## config.mk

```make
export PLATFORM = sky130hd
export DESIGN_NAME = booth_radix4_multiplier
export DESIGN_NICKNAME = d
export VERILOG_FILES = /design/src/rtl/booth_radix4_multiplier_pkg.sv /design/src/rtl/booth_radix4_multiplier_encoder.sv /design/src/rtl/booth_radix4_multiplier.sv
export SDC_FILE = /design/constraint.sdc
export NUM_CORES = 1
export LEC_CHECK = 0
export CAP_MARGIN = 20
export CORE_MARGIN = 1
export CORE_UTILIZATION = 60
export DETAILED_ROUTE_END_ITERATION = 10
export HOLD_SLACK_MARGIN = 0.02
export PLACE_DENSITY = 0.85
export SYNTH_ARGS = -nofsm -noshare
export SYNTH_HDL_FRONTEND = slang
export SYNTH_HIERARCHICAL = 1
export SYNTH_SLANG_ARGS = --single-unit
```

## constraint.sdc

```tcl
create_clock -name clk -period 7.1 [get_ports clk]
set_clock_uncertainty 0.1 [all_clocks]
set_input_delay 1.42 -clock clk [delete_from_list [all_inputs] [get_ports clk]]
set_output_delay 1.42 -clock clk [all_outputs]
set_load 0.02 [all_outputs]
```

## src/rtl/booth_radix4_multiplier_pkg.sv

```systemverilog
// Shared definitions for the radix-4 Booth multiplier.
//  - state_t : control FSM encoding (IDLE / CALC / DONE)
//  - digit_t : Booth digit code selected from a multiplier triplet
//  - booth_w2 / booth_n : derived widths for a given operand width
package booth_pkg;

  typedef enum logic [1:0] {
    IDLE,
    CALC,
    DONE
  } state_t;

  typedef enum logic [2:0] {
    ZERO,
    POS1,
    POS2,
    NEG1,
    NEG2
  } digit_t;

  // Operands are widened by two bits so that signed and unsigned operations
  // both take exactly the same number of radix-4 digits.
  function automatic int booth_w2(input int width);
    return width + 2;
  endfunction

  // Number of radix-4 digits (CALC cycles) for an extended operand.
  function automatic int booth_n(input int width);
    return width / 2 + 1;
  endfunction

endpackage

```

## src/rtl/booth_radix4_multiplier_encoder.sv

```systemverilog
// Radix-4 Booth digit encoder and partial-product selector (combinational).
// Ports:
//  triplet : {q[i+1], q[i], q[i-1]} multiplier bits
//  m_ext   : multiplicand already extended to WIDTH+2 bits (signed view)
//  pp      : selected partial product in {0, +-M, +-2M}, WIDTH+3 bits
module booth_r4_encoder
  import booth_pkg::*;
#(
  parameter int WIDTH = 6
) (
  input  logic              [2:0]       triplet,
  input  logic signed       [WIDTH+1:0] m_ext,
  output logic signed       [WIDTH+2:0] pp
);

  localparam int AW = WIDTH + 3;

  digit_t               digit;
  logic signed [AW-1:0] m_aw;

  // One extra sign bit so that 2*M of the extended operand cannot overflow.
  assign m_aw = {m_ext[WIDTH+1], m_ext};

  always_comb begin
    digit = ZERO;
    case (triplet)
      3'b001, 3'b010: digit = POS1;
      3'b011:         digit = POS2;
      3'b100:         digit = NEG2;
      3'b101, 3'b110: digit = NEG1;
      default:        digit = ZERO;
    endcase
  end

  always_comb begin
    pp = '0;
    case (digit)
      POS1:    pp = m_aw;
      POS2:    pp = m_aw <<< 1;
      NEG1:    pp = -m_aw;
      NEG2:    pp = -(m_aw <<< 1);
      default: pp = '0;
    endcase
  end

endmodule

```

## src/rtl/booth_radix4_multiplier.sv

```systemverilog
// Sequential radix-4 Booth multiplier, two multiplier bits retired per cycle.
// Ports:
//  clk, reset     : clock, synchronous active-high reset
//  load / ready   : operand handshake (accept on load && ready)
//  is_signed      : 1 = two's complement operands, 0 = unsigned
//  M, Q           : multiplicand / multiplier, WIDTH bits
//  P              : registered 2*WIDTH-bit product, held while done=1
//  done / ack     : result handshake (retire on done && ack)
module booth_radix4_multiplier
  import booth_pkg::*;
#(
  parameter int WIDTH = 6
) (
  input  logic                 clk,
  input  logic                 reset,
  input  logic                 load,
  output logic                 ready,
  input  logic                 is_signed,
  input  logic [WIDTH-1:0]     M,
  input  logic [WIDTH-1:0]     Q,
  output logic [2*WIDTH-1:0]   P,
  output logic                 done,
  input  logic                 ack
);

  localparam int W2 = booth_w2(WIDTH);
  localparam int N  = booth_n(WIDTH);
  localparam int AW = WIDTH + 3;
  localparam int CW = $clog2(N + 1);

  state_t               state;
  logic signed [AW-1:0] acc;
  logic        [W2-1:0] qr;
  logic                 qm1;
  logic signed [W2-1:0] mr;
  logic        [CW-1:0] cnt;

  logic signed [AW-1:0]    pp;
  logic signed [AW-1:0]    sum;
  logic        [AW+W2-1:0] shifted;

  booth_r4_encoder #(
    .WIDTH (WIDTH)
  ) u_enc (
    .triplet ({qr[1], qr[0], qm1}),
    .m_ext   (mr),
    .pp      (pp)
  );

  assign sum = acc + pp;

  // Arithmetic shift of {acc, q} right by two: acc's sign fills the top,
  // the two bits leaving acc become the top product bits held in q.
  assign shifted = {sum[AW-1], sum[AW-1], sum, qr[W2-1:2]};

  always_ff @(posedge clk) begin
    if (reset) begin
      state <= IDLE;
      ready <= 1'b1;
      done  <= 1'b0;
      P     <= '0;
      acc   <= '0;
      qr    <= '0;
      qm1   <= 1'b0;
      mr    <= '0;
      cnt   <= '0;
    end else begin
      case (state)
        IDLE: begin
          if (load) begin
            mr    <= is_signed ? {{2{M[WIDTH-1]}}, M} : {2'b00, M};
            qr    <= is_signed ? {{2{Q[WIDTH-1]}}, Q} : {2'b00, Q};
            acc   <= '0;
            qm1   <= 1'b0;
            cnt   <= '0;
            ready <= 1'b0;
            state <= CALC;
          end
        end
        CALC: begin
          acc <= shifted[AW+W2-1:W2];
          qr  <= shifted[W2-1:0];
          qm1 <= qr[1];
          cnt <= cnt + 1'b1;
          // After the last digit {acc, q} holds the exact product; its low
          // 2*WIDTH bits are the result in both signed and unsigned modes.
          if (cnt == CW'(N - 1)) begin
            P     <= shifted[2*WIDTH-1:0];
            done  <= 1'b1;
            state <= DONE;
          end
        end
        DONE: begin
          if (ack) begin
            done  <= 1'b0;
            ready <= 1'b1;
            state <= IDLE;
          end
        end
        default: state <= IDLE;
      endcase
    end
  end

endmodule

```

Yosys cells after proc, flatten, opt, wreduce, memory -nomap -nowiden --
Index checks and enable logic that the tools add are counted.
Storage, ports and cells: output and inout port bits 14, bits in registers 45
Cells by class: reductions and logical operators 12, add/subtract/negate cells 4, eq/ne operators 16, multiplexer cells 21
Operators with widths (count):
- $pmux 9 s4 | 1
- $mux 8 | 3
- $pmux 9 s2 | 1
- $pmux 8 s2 | 1
- $eq 3x2->1 const B | 5
- $eq 3x3->1 const B | 4
- $pmux 3 s4 | 1
- $add 9x9->9 | 1
- $mux 9 | 1
- $neg 8->9 | 1
- $neg 9->9 | 1
- $reduce_and 3->1 | 3
- $eq 3x1->1 const B | 2
- $mux 2 | 3
- $ne 2x2->1 const B | 3
- $pmux 1 s2 | 3
- $pmux 2 s3 | 1
- $pmux 3 s2 | 1
- $reduce_and 2->1 | 3
- $reduce_bool 2->1 | 3
- $mux 1 | 4
- $reduce_or 2->1 | 2
- $add 3x1->3 const B | 1
- $mux 3 | 1
- other kinds (3) | 3

Longest topological paths before layout --
depth in word-level cells 7, gate-level depth with buffers 12, gate-level depth less buffers 12

By module --
Netlist, hierarchy kept.
By module, submodules not included:
- booth_radix4_multiplier | seq. area each 840.8 µm², instances 1, area an instance 1988.2 µm², cells each 243
- booth_r4_encoder | seq. area each 0.0 µm², instances 1, area an instance 599.3 µm², cells each 88

Least setup slack after synthesis --
Ideal clock, no wire load.
path kind flip-flop to flip-flop, start point reg mr[0], end point reg acc[7], library setup time 74 ps, cell stages (with the launch flop) 12, period minus slack after synthesis 2622 ps, setup slack 4478 ps, path buffers 0, data arrival time 2447 ps, path through dfxtp_1 -> inv_1 -> ha_1 -> or3b_4 -> a32oi_1 -> o221ai_1 -> ha_1 -> a21oi_1 -> o21ai_1 -> nand3b_1 -> a31o_1 -> a31oi_1
Between the ends: word-level cells in the longest chain between the ends 4
RTL lines:
- start, declared | line booth_radix4_multiplier.sv:35 | logic signed [W2-1:0] mr;
- start signal, assigned | line booth_radix4_multiplier.sv:71 | mr <= is_signed ? {{2{M[WIDTH-1]}}, M} : {2'b00, M};
- $neg 9->9 / $neg 8->9 (equally long branches) | line booth_radix4_multiplier_encoder.sv:41, booth_radix4_multiplier_encoder.sv:40
- $pmux 9 s4 (*) | line booth_radix4_multiplier_encoder.sv:37 | case (digit)
- via pp[5] | line booth_radix4_multiplier.sv:38 | logic signed [AW-1:0] pp;
- $add 9x9->9 (*) | line booth_radix4_multiplier.sv:50 | assign sum = acc + pp;
- $pmux 9 s2 (*) | line booth_radix4_multiplier.sv:68 | case (state)
- end signal, assigned | line booth_radix4_multiplier.sv:81 | acc <= shifted[AW+W2-1:W2];
- end, declared | line booth_radix4_multiplier.sv:32 | logic signed [AW-1:0] acc;
Mark *: on every way through the listed nets, which the timed path passes. The rest lies on a longest branch. A chain may end at the register's enable or synchronous reset.

Worst setup path in the final report --
start point reg qr[1], end point reg acc[7]
Between the ends: word-level cells in the longest chain between the ends 7
RTL lines:
- start, declared | line booth_radix4_multiplier.sv:33 | logic [W2-1:0] qr;
- start signal, assigned | line booth_radix4_multiplier.sv:72 | qr <= is_signed ? {{2{Q[WIDTH-1]}}, Q} : {2'b00, Q};
- start signal, assigned | line booth_radix4_multiplier.sv:82 | qr <= shifted[W2-1:0];
- $eq 3x3->1, or another cell as far along | line booth_radix4_multiplier_encoder.sv:26 | case (triplet)
- $reduce_or 2->1 | line booth_radix4_multiplier_encoder.sv:26
- $pmux 3 s4 (*) | line booth_radix4_multiplier_encoder.sv:26
- $eq 3x3->1, or another cell as far along | line booth_radix4_multiplier_encoder.sv:37
- $pmux 9 s4 (*) | line booth_radix4_multiplier_encoder.sv:37
- via pp[5] | line booth_radix4_multiplier.sv:38
- $add 9x9->9 (*) | line booth_radix4_multiplier.sv:50
- $pmux 9 s2 (*) | line booth_radix4_multiplier.sv:68
Marks and branches as above.

==> reports/results.ini <==
[layout]
syn_to_final_growth_pct=12.8
final_nets=374
final_layout_size_suffix_gt1_frac=0.0665
n_antenna_cell=0
fin_util=0.719

[worst_setup_path]
worstPathArrival_ns=3.25
cp-end-kind=flip-flop
crit_type=flip-flop to flip-flop
path_max_fanout=20
start_kind=flip-flop
r2r_cells=10
rr_startpoint=qr[1]
regToRegEndpoint=acc[7]
critical_path_required_ns=7.22
ff2ff_setup_slack_ns=3.98

[logic_synthesis]
post-synth-top-count-cell=nand2_1
synth_ff_type=dfxtp_1
avgSynthCellArea_sq_um=7.82
ys_seq_elements=42
async_flop_share=0
synthCells=331
synth_edf_count=0
yosysTopAreaCell=dfxtp_1
synthTopCellsByArea=dfxtp_1 (32%), nand2_1 (9.6%), a21oi_1 (7.2%)
netlist_area_sq_mm=0.00259
netlist_top_cells_count=nand2_1 (66), dfxtp_1 (42), a21oi_1 (37)
yosysTopAreaCellShare=0.325
ys_types=63
syn_nets=360
yosysSeqAreaShare=0.325
yosys_warnings=6

[timing]
final_max_slew_viol_count=0
tns_ns=0
worst_pin_slew_ns=1.03
fin_crit_sh=0.440
hold_viol_final=0
min_period_ns=3.12
rsz0062_at_grt=false
layout_setup_ws_ns=3.98
slew_headroom=0.311
setup_viol=0
fmax_ghz=0.320

[route]
drt_iter0_drc=170
routed_wl_mm=5.67
first_pass_iters=5
drt-wirelength-per-cell_microns=14.3
via_per_inst=6.03
vias=2386
drc=0
antenna_left=0

[placement]
port_buffers=30
place_hpwl_mm=3.99
pre_cts_ws_ns=3.85
place_congestion=0.848

[run]
maxCapViolCount=0

[clock_tree]
cts_hold_buf=0
ctsResizeCount=0
path_clk_slew_ns=0.09
clk_path_buf_depth=2
numClockSinks=42
cts_tree=built
clk_latency_ns=0.30
postCtsSetupRepairBufs=0
numCtsBuffers=5
cts_max_level=2
cts-root-buf=clkbuf_8

[grt]
antenna_found_initial=0
grt_pass1_vias=2154
grt_pass1_wl_mm=9.47
grt_max_degree=33
grt_overflow=0
track_usage=0.269

[power_and_ir_drop]
clockPowerShare=0.305
internal_power_mw=0.360
power_density_mw_per_mm2=179
seqPwrFrac=0.500
swShare=0.311
total_power_mw=0.522
p_leak_nw=1.04
peakVddDrop_v=0.000132
p_switching_mw=0.163
p_comb_frac=0.195

[floorplan]
die-area_sq_mm=0.00458
die_y_microns=67.7
die_w_microns=67.7
row_count=23
io_pins=31
core_area_sq_mm=0.00406
start_util=0.638

[hold_path]
min_to=P[2]
min_path_type=flip-flop to flip-flop
hp-start=P[2]
hold_depth=2

[status]
outcome=completed

## power by group through the flow
stage	logic [mW]	clock network, mW	registers, mW
after floorplan	0.0840	0	0.258
after global placement	0.0977	0	0.266
after detailed placement	0.100	0	0.267
after CTS	0.101	0.161	0.261
after global routing	0.114	0.171	0.263
final	0.102	0.159	0.261
## cells in the final DEF (no fill, tap or decap), types with 5 or more instances in the layout
master           synthesis  layout
clkbuf_8                 0       5
ha_1                    11      11
nand2b_1                 5       5
clkdlybuf4s50_1          0      30
nand3_1                 15      15
dfxtp_1                 42      42
nor2_1                  23      23
a21oi_1                 37      37
xnor2_1                  6       6
inv_1                    7       7
nor2b_1                  5       5
nand2_1                 66      66
o21ai_0                 11      11
a31oi_1                  6       6
## cell families (layout without fill, tap and decap cells)
| group | after synthesis | after routing | share of synthesized area |
|---|---|---|---|
| compound gates | 92 | 92 | 0.239 |
| xor+xnor | 8 | 8 | 0.0271 |
| fa+ha+maj | 12 | 12 | 0.0609 |
| buf+inv | 32 | 47 | 0.0624 |
| flops | 42 | 42 | 0.325 |
| mux | 4 | 4 | 0.0160 |
| simple gates | 141 | 141 | 0.270 |
## sequential cells by signal, summed over array words and instances (netlist names)
name / cells
P: 12
qr: 8
acc: 7
mr: 7
cnt: 3
state: 2
done: 1
qm1: 1
ready: 1
## routing by layer
metal  vias to the layer above  routed length (microns)  track usage
met2                        65                     2750        0.463
met4                         0                       57       0.0824
met3                         7                      291       0.0439
li1                       1206                        -            -
met1                      1108                     2560        0.338
met5                         -                        0            0
## final cells by class
cell class | count | area (sq um)
clock buffers | 5 | 68.8
clock inverters | 3 | 23.8
fillers | 331 | 1140
inverters | 8 | 30.0
multi-input cells | 257 | 1590
flip-flops and latches | 42 | 841
well taps | 50 | 62.6
repair buffers | 31 | 308
## worst max-delay path by stage
stage / from / endpoint / slack, ns / cells past startpoint
global placement: reset / acc[3] / 3.90 / 4
floorplan: mr[0] / acc[7] / 4.48 / 11
global route: qm1 / acc[7] / 3.75 / 9
finish: qr[1] / acc[7] / 3.98 / 10
detailed placement: load / qr[4] / 3.85 / 5
CTS: qr[1] / acc[7] / 3.99 / 10
## metrics by stage
step / area [sq um] / cells / hold slack [ns]
6_report: 2920 / 396 / 0.361
5_1_grt: 2920 / 396 / 0.383
4_1_cts: 2920 / 396 / 0.364
3_5_place_dp: 2830 / 388 / 0.351
3_3_place_gp: 2830 / 388 / 0.347
2_1_floorplan: 2590 / 331 / 0.335
## critical path, cell delays in order (launching register included)
cell and delay [ns]:
dfxtp_1 0.76, or3b_2 0.56, o22ai_1 0.18, a22oi_1 0.10, o221ai_1 0.09, ha_1 0.34
a21oi_1 0.18, o21ai_1 0.14, nand3b_1 0.21, a31o_1 0.23, a31oi_1 0.14
No activity file was read; power rests on OpenSTA's default activity.
